--- config.mk ---
export PLATFORM = sky130hd
export DESIGN_NAME = requant_clamp_pipe
export DESIGN_NICKNAME = d
export VERILOG_FILES = /design/src/rtl/requant_clamp_pipe.sv
export SDC_FILE = /design/constraint.sdc
export NUM_CORES = 1
export LEC_CHECK = 0
export CAP_MARGIN = 20
export CORE_UTILIZATION = 59
export CTS_BUF_LIST = sky130_fd_sc_hd__clkbuf_8
export DETAILED_ROUTE_END_ITERATION = 10
export DONT_BUFFER_PORTS = 1
export GPL_TIMING_DRIVEN = 0
export HOLD_SLACK_MARGIN = 0.05
export PLACE_DENSITY = 0.75
export SYNTH_ARGS = -nofsm -noshare
export SYNTH_HDL_FRONTEND = slang
export SYNTH_SLANG_ARGS = --single-unit
--- constraint.sdc ---
create_clock -name clk -period 7.86 [get_ports clk]
set_input_delay 0.393 -clock clk [delete_from_list [all_inputs] [get_ports clk]]
set_output_delay 0.393 -clock clk [all_outputs]
set_load 0.05 [all_outputs]
--- src/rtl/requant_clamp_pipe.sv ---
// Multi-lane requantiser: per-lane rounding arithmetic right shift, optional ReLU and
// signed saturation, two-stage valid/ready pipeline with a saturating clamp counter.
module requant_clamp_pipe #(
    parameter int WIDTH_IN  = 16,
    parameter int WIDTH_OUT = 8,
    parameter int NCH       = 4,
    parameter int SHIFT_W   = 4,
    parameter int CNT_W     = 16
) (
    input  logic                     clk,
    input  logic                     rst,
    input  logic                     in_valid,
    output logic                     in_ready,
    input  logic [NCH*WIDTH_IN-1:0]  in_data,
    input  logic [SHIFT_W-1:0]       shift_amt,
    input  logic                     relu_en,
    output logic                     out_valid,
    input  logic                     out_ready,
    output logic [NCH*WIDTH_OUT-1:0] out_data,
    output logic [CNT_W-1:0]         sat_count,
    output logic                     sat_sticky,
    input  logic                     cnt_clr
);

    localparam int RW    = WIDTH_IN + 1;
    localparam int K_W   = $clog2(NCH + 1);
    localparam int SUM_W = ((CNT_W > K_W) ? CNT_W : K_W) + 1;

    localparam logic signed [RW-1:0] T_MAX = {{(RW-WIDTH_OUT+1){1'b0}}, {(WIDTH_OUT-1){1'b1}}};
    localparam logic signed [RW-1:0] T_MIN = {{(RW-WIDTH_OUT+1){1'b1}}, {(WIDTH_OUT-1){1'b0}}};

    logic                     s1_valid_q;
    logic                     s1_relu_q;
    logic [NCH*RW-1:0]        s1_r_q;
    logic [NCH*RW-1:0]        s1_r_d;
    logic                     out_valid_q;
    logic [NCH*WIDTH_OUT-1:0] out_data_q;
    logic [NCH*WIDTH_OUT-1:0] out_data_d;
    logic [NCH-1:0]           lane_sat;
    logic [K_W-1:0]           sat_k;
    logic [SUM_W-1:0]         sat_sum;
    logic [CNT_W-1:0]         sat_count_q;
    logic [CNT_W-1:0]         sat_count_d;
    logic                     sat_sticky_q;
    logic                     sat_sticky_d;
    logic                     en1;
    logic                     en2;
    logic [SHIFT_W-1:0]       sh;

    assign en2      = !out_valid_q || out_ready;
    assign en1      = !s1_valid_q || en2;
    assign in_ready = en1;

    assign out_valid  = out_valid_q;
    assign out_data   = out_data_q;
    assign sat_count  = sat_count_q;
    assign sat_sticky = sat_sticky_q;

    always_comb begin
        if (32'(shift_amt) >= 32'(WIDTH_IN)) begin
            sh = SHIFT_W'(WIDTH_IN - 1);
        end else begin
            sh = shift_amt;
        end
    end

    genvar gi;
    generate
        for (gi = 0; gi < NCH; gi++) begin : g_lane
            logic signed [RW-1:0]        x_ext;
            logic signed [RW-1:0]        rnd;
            logic signed [RW-1:0]        sum;
            logic signed [RW-1:0]        rv;
            logic        [WIDTH_OUT-1:0] y;
            logic                        sat;

            // One guard bit above WIDTH_IN keeps x + half-LSB from wrapping.
            assign x_ext = RW'($signed(in_data[gi*WIDTH_IN +: WIDTH_IN]));
            assign rnd   = (sh == '0) ? '0 : (RW'(1) << (sh - SHIFT_W'(1)));
            assign sum   = x_ext + rnd;
            assign s1_r_d[gi*RW +: RW] = sum >>> sh;

            assign rv = s1_r_q[gi*RW +: RW];

            always_comb begin
                y   = rv[WIDTH_OUT-1:0];
                sat = 1'b0;
                if (s1_relu_q && rv < 0) begin
                    y = '0;
                end else if (rv > T_MAX) begin
                    y   = T_MAX[WIDTH_OUT-1:0];
                    sat = 1'b1;
                end else if (rv < T_MIN) begin
                    y   = T_MIN[WIDTH_OUT-1:0];
                    sat = 1'b1;
                end
            end

            assign out_data_d[gi*WIDTH_OUT +: WIDTH_OUT] = y;
            assign lane_sat[gi] = sat;
        end
    endgenerate

    always_comb begin
        sat_k = '0;
        for (int i = 0; i < NCH; i++) begin
            sat_k = sat_k + K_W'(lane_sat[i]);
        end
    end

    assign sat_sum = SUM_W'(sat_count_q) + SUM_W'(sat_k);

    // Only a beat moving into S2 is counted, so a held output beat is never re-counted.
    always_comb begin
        sat_count_d  = sat_count_q;
        sat_sticky_d = sat_sticky_q;
        if (cnt_clr) begin
            sat_count_d  = '0;
            sat_sticky_d = 1'b0;
        end else if (en2 && s1_valid_q) begin
            if (sat_sum > SUM_W'({CNT_W{1'b1}})) begin
                sat_count_d = '1;
            end else begin
                sat_count_d = sat_sum[CNT_W-1:0];
            end
            if (sat_k != '0) begin
                sat_sticky_d = 1'b1;
            end
        end
    end

    always_ff @(posedge clk) begin
        if (rst) begin
            s1_valid_q   <= 1'b0;
            s1_relu_q    <= 1'b0;
            s1_r_q       <= '0;
            out_valid_q  <= 1'b0;
            out_data_q   <= '0;
            sat_count_q  <= '0;
            sat_sticky_q <= 1'b0;
        end else begin
            if (en1) begin
                s1_valid_q <= in_valid;
                if (in_valid) begin
                    s1_r_q    <= s1_r_d;
                    s1_relu_q <= relu_en;
                end
            end
            if (en2) begin
                out_valid_q <= s1_valid_q;
                if (s1_valid_q) begin
                    out_data_q <= out_data_d;
                end
            end
            sat_count_q  <= sat_count_d;
            sat_sticky_q <= sat_sticky_d;
        end
    end

endmodule
==> run_results.csv <==
group,metric,value,unit
sta,post-route-period-util,79.8,%
setup_path,worstSetupPathType,"input pin to flip-flop",
min_path,holdCritPathClass,"input pin to flip-flop",
setup_path,endpoint_kind,"flip-flop",
pwr,combPwrFrac,34.6,%
sta,tightest_slew,1.02,ns
clock_network,clockBufferDepth,2,
synthesis,synth_edf_count,0,
synthesis,postSynthCellCount,1512,
pwr,clockPowerShare,27.9,%
layout,fin_cells,1778,
setup_path,worstPathArrival,6.66,ns
clock_network,cts_tree,"yes",
clock_network,hold_buffers,0,
sta,hold_viol_final,0,
pwr,total_leakage_power,4.57,nW
setup_path,regToRegSetupSlack,3.19,ns
layout,drive_above_1_share,7.64,%
placed_design,dp_cells,1746,
synthesis,synth-seq-area-share,21.2,%
layout,nets,1682,
drt,drc_errors,0,
run,max_cap_violations,0,
drt,drt_first_iter_violations,1469,
placed_design,place_congestion,1.02,
global_route,grt_max_degree,17,
drt,wirelength,42800,um
synthesis,syn_area,0.0113,sq mm
global_route,grt_pass1_vias,11746,
clock_network,cts_sinks,120,
clock_network,cts_buffers,17,
setup_path,startpoint_type,"input pin",
synthesis,yosysWarnings,0,
sta,final.min_clock_period,6.27,ns
pwr,seq_power_share,37.5,%
clock_network,cts_resized,0,
global_route,grt_usage,42.8,%
pwr,powerDensity,164,mW/mm^2
synthesis,synth_area_leaders,"dfxtp_1 21%, ha_1 7.8%, a21oi_1 7.3%",
synthesis,yosysMostFrequentCell,"nand2_1",
synthesis,syn_avg_cell_area,7.50,sq um
setup_path,required,8.25,ns
drt,ant_nets,0,
sta,whs,0.0833,ns
synthesis,synthArstFlopShare,0,%
die,initial_core_util,60.4,%
status,status,"finished clean",
sta,setup_violations,0,
pwr,power.internal,1.19,mW
die,fp-row-count,50,
sta,setup_tns,0,ns
sta,grt_setup_unrepaired,"no",
sta,fmax,159,MHz
die,io_pins,125,
die,die_h,141,um
global_route,antenna_found_initial,0,
pwr,ir_drop,89.3,uV
die,core,0.0188,sq mm
pwr,total_power,1.97,mW
drt,firstDrtPassIters,6,
synthesis,syn-num-nets,1663,
synthesis,synth-main-ff-cell,"dfxtp_1",
synthesis,synth_top_area_share,21.2,%
synthesis,synth.distinct_cells,93,
clock_network,cts_htree_levels,4,
sta,relSlewSlack,32.1,%
clock_network,cts_root_buffer,"clkbuf_8",
pwr,p_sw_share,39.4,%
die,die_area,0.0198,sq mm
die,die_w,141,um
synthesis,ys_ff_latch,120,
global_route,grt_pass1_wl,65500,um
setup_path,critPathMaxFanout,10,
layout,syn_to_final_growth,6.04,%
synthesis,yosys.area.top_type,"dfxtp_1",
layout,antennaDiodeCount,0,
clock_network,path_clk_slew,0.07,ns
drt,vias,12442,
synthesis,synth_commonest_cells,"170 x nand2_1, 165 x a21oi_1, 152 x nor2_1, 135 x o21ai_0, 120 x dfxtp_1",
clock_network,clkLatencyLatePin,0.44,ns
pwr,p_sw,774,uW
placed_design,dpl.hpwl,33500,um
drt,post_drt_wl_per_cell,24.1,um
clock_network,postCtsSetupRepairBufs,0,
sta,final_max_slew_viol_count,0,
global_route,grt_overflow_total,0,
drt,vias_per_cell,7.00,
sta,fin_skew,0.0109,ns
placed_design,portBuffers,0,
layout,fillers,1749,
cell type report:
cell class | count | area [sq um] | share of cell area, %
tap | 234 | 293 | 2.43
clock buffer | 19 | 262 | 2.17
sequential | 120 | 2400 | 20.0
clock inverter | 13 | 130 | 1.08
buffer | 85 | 334 | 2.78
inverter | 35 | 131 | 1.09
multi-input combinational | 1272 | 8470 | 70.5
critical path, stage by stage:
cell      delay (ns)
clkbuf_1        0.23
inv_1           0.13
clkbuf_1        0.47
clkbuf_1        0.59
clkbuf_1        0.57
ha_1            0.42
nand2b_1        0.22
nor2_1          0.77
ha_1            0.45
a21oi_1         0.29
nand3b_1        0.13
a221oi_1        0.27
a31oi_1         0.11
xor2_1          0.64
mux2_2          0.31
nor3_1          0.05
a311oi_1        0.38
a32o_1          0.22
cells by family after synthesis:
kind of cell,count (synthesis),synth area share [%]
xor+xnor,50,3.86
compound gates,571,33.3
mux,67,8.06
buf+inv,120,4.10
fa+ha+maj,77,8.89
simple gates,507,20.6
flops,120,21.2
layout by cell type (no fill, tap or decap), types with 8 or more instances in the layout:
| cell type | n |
|---|---|
| o211ai_1 | 21 |
| or2_2 | 8 |
| and2_1 | 10 |
| o31ai_1 | 10 |
| nand2b_1 | 11 |
| o21ai_0 | 135 |
| xor2_1 | 27 |
| o211a_1 | 9 |
| nand2_1 | 170 |
| a32oi_1 | 9 |
| a22oi_1 | 8 |
| o21ai_1 | 16 |
| ha_1 | 71 |
| mux2_2 | 15 |
| nor2b_1 | 16 |
| nand4_1 | 9 |
| a211oi_1 | 34 |
| and3_1 | 16 |
| mux4_2 | 18 |
| nor4_1 | 11 |
| clkbuf_8 | 19 |
| o21a_1 | 12 |
| nand3_1 | 33 |
| inv_1 | 34 |
| buf_2 | 9 |
| nor2_1 | 152 |
| a21oi_1 | 165 |
| clkbuf_1 | 67 |
| a21o_1 | 22 |
| a31oi_1 | 20 |
| dfxtp_1 | 120 |
| xnor2_1 | 23 |
| nor3_1 | 35 |
| nand3b_1 | 9 |
| buf_1 | 8 |
| o221ai_1 | 8 |
| mux2i_1 | 34 |
flip-flops by register name, summed over array words and instances (netlist names):
signal / flops
out_data: 32
sat_count: 16
s1_valid_q: 1
sat_sticky: 1
s1_r_q: 68
s1_relu_q: 1
out_valid: 1
final timing paths:
path | from | end | depth (start not counted)
min | relu_en | s1_relu_q$_SDFFE_PP0P_ | 2
max | shift_amt[2] | s1_r_q[61]$_SDFFE_PP0P_ | 18
min reg2reg | s1_r_q[0]$_SDFFE_PP0P_ | s1_r_q[0]$_SDFFE_PP0P_ | 2
max reg2reg | s1_r_q[13]$_SDFFE_PP0P_ | sat_count[7]$_SDFFE_PP0P_ | 17
power groups by stage:
stage | logic (mW) | registers (mW) | clock network [mW]
floorplan | 0.478 | 0.737 | 0
global placement | 0.641 | 0.747 | 0
detailed placement | 0.650 | 0.749 | 0
CTS | 0.654 | 0.735 | 0.548
global route | 0.732 | 0.742 | 0.574
finish | 0.681 | 0.736 | 0.549
per-layer routing:
layer  global-route usage [%]  up-vias  wire length [um]
met5                        0        -                 0
met4                     24.4        0              2520
met3                     10.2      172              4540
met2                     66.8      791             18300
met1                     54.1     5759             17500
li1                         -     5720                 -
per-stage QoR:
stage | cell area, sq um | util, % | worst slack, ns
finish | 12000 | 64.1 | 1.59
global route | 12000 | 64.1 | 1.51
CTS | 12000 | 64.1 | 1.83
detailed placement | 11600 | 62.0 | 1.39
global placement | 11600 | 62.0 | 1.31
floorplan | 11300 | - | 3.04
No activity file was read; power rests on OpenSTA's default activity.
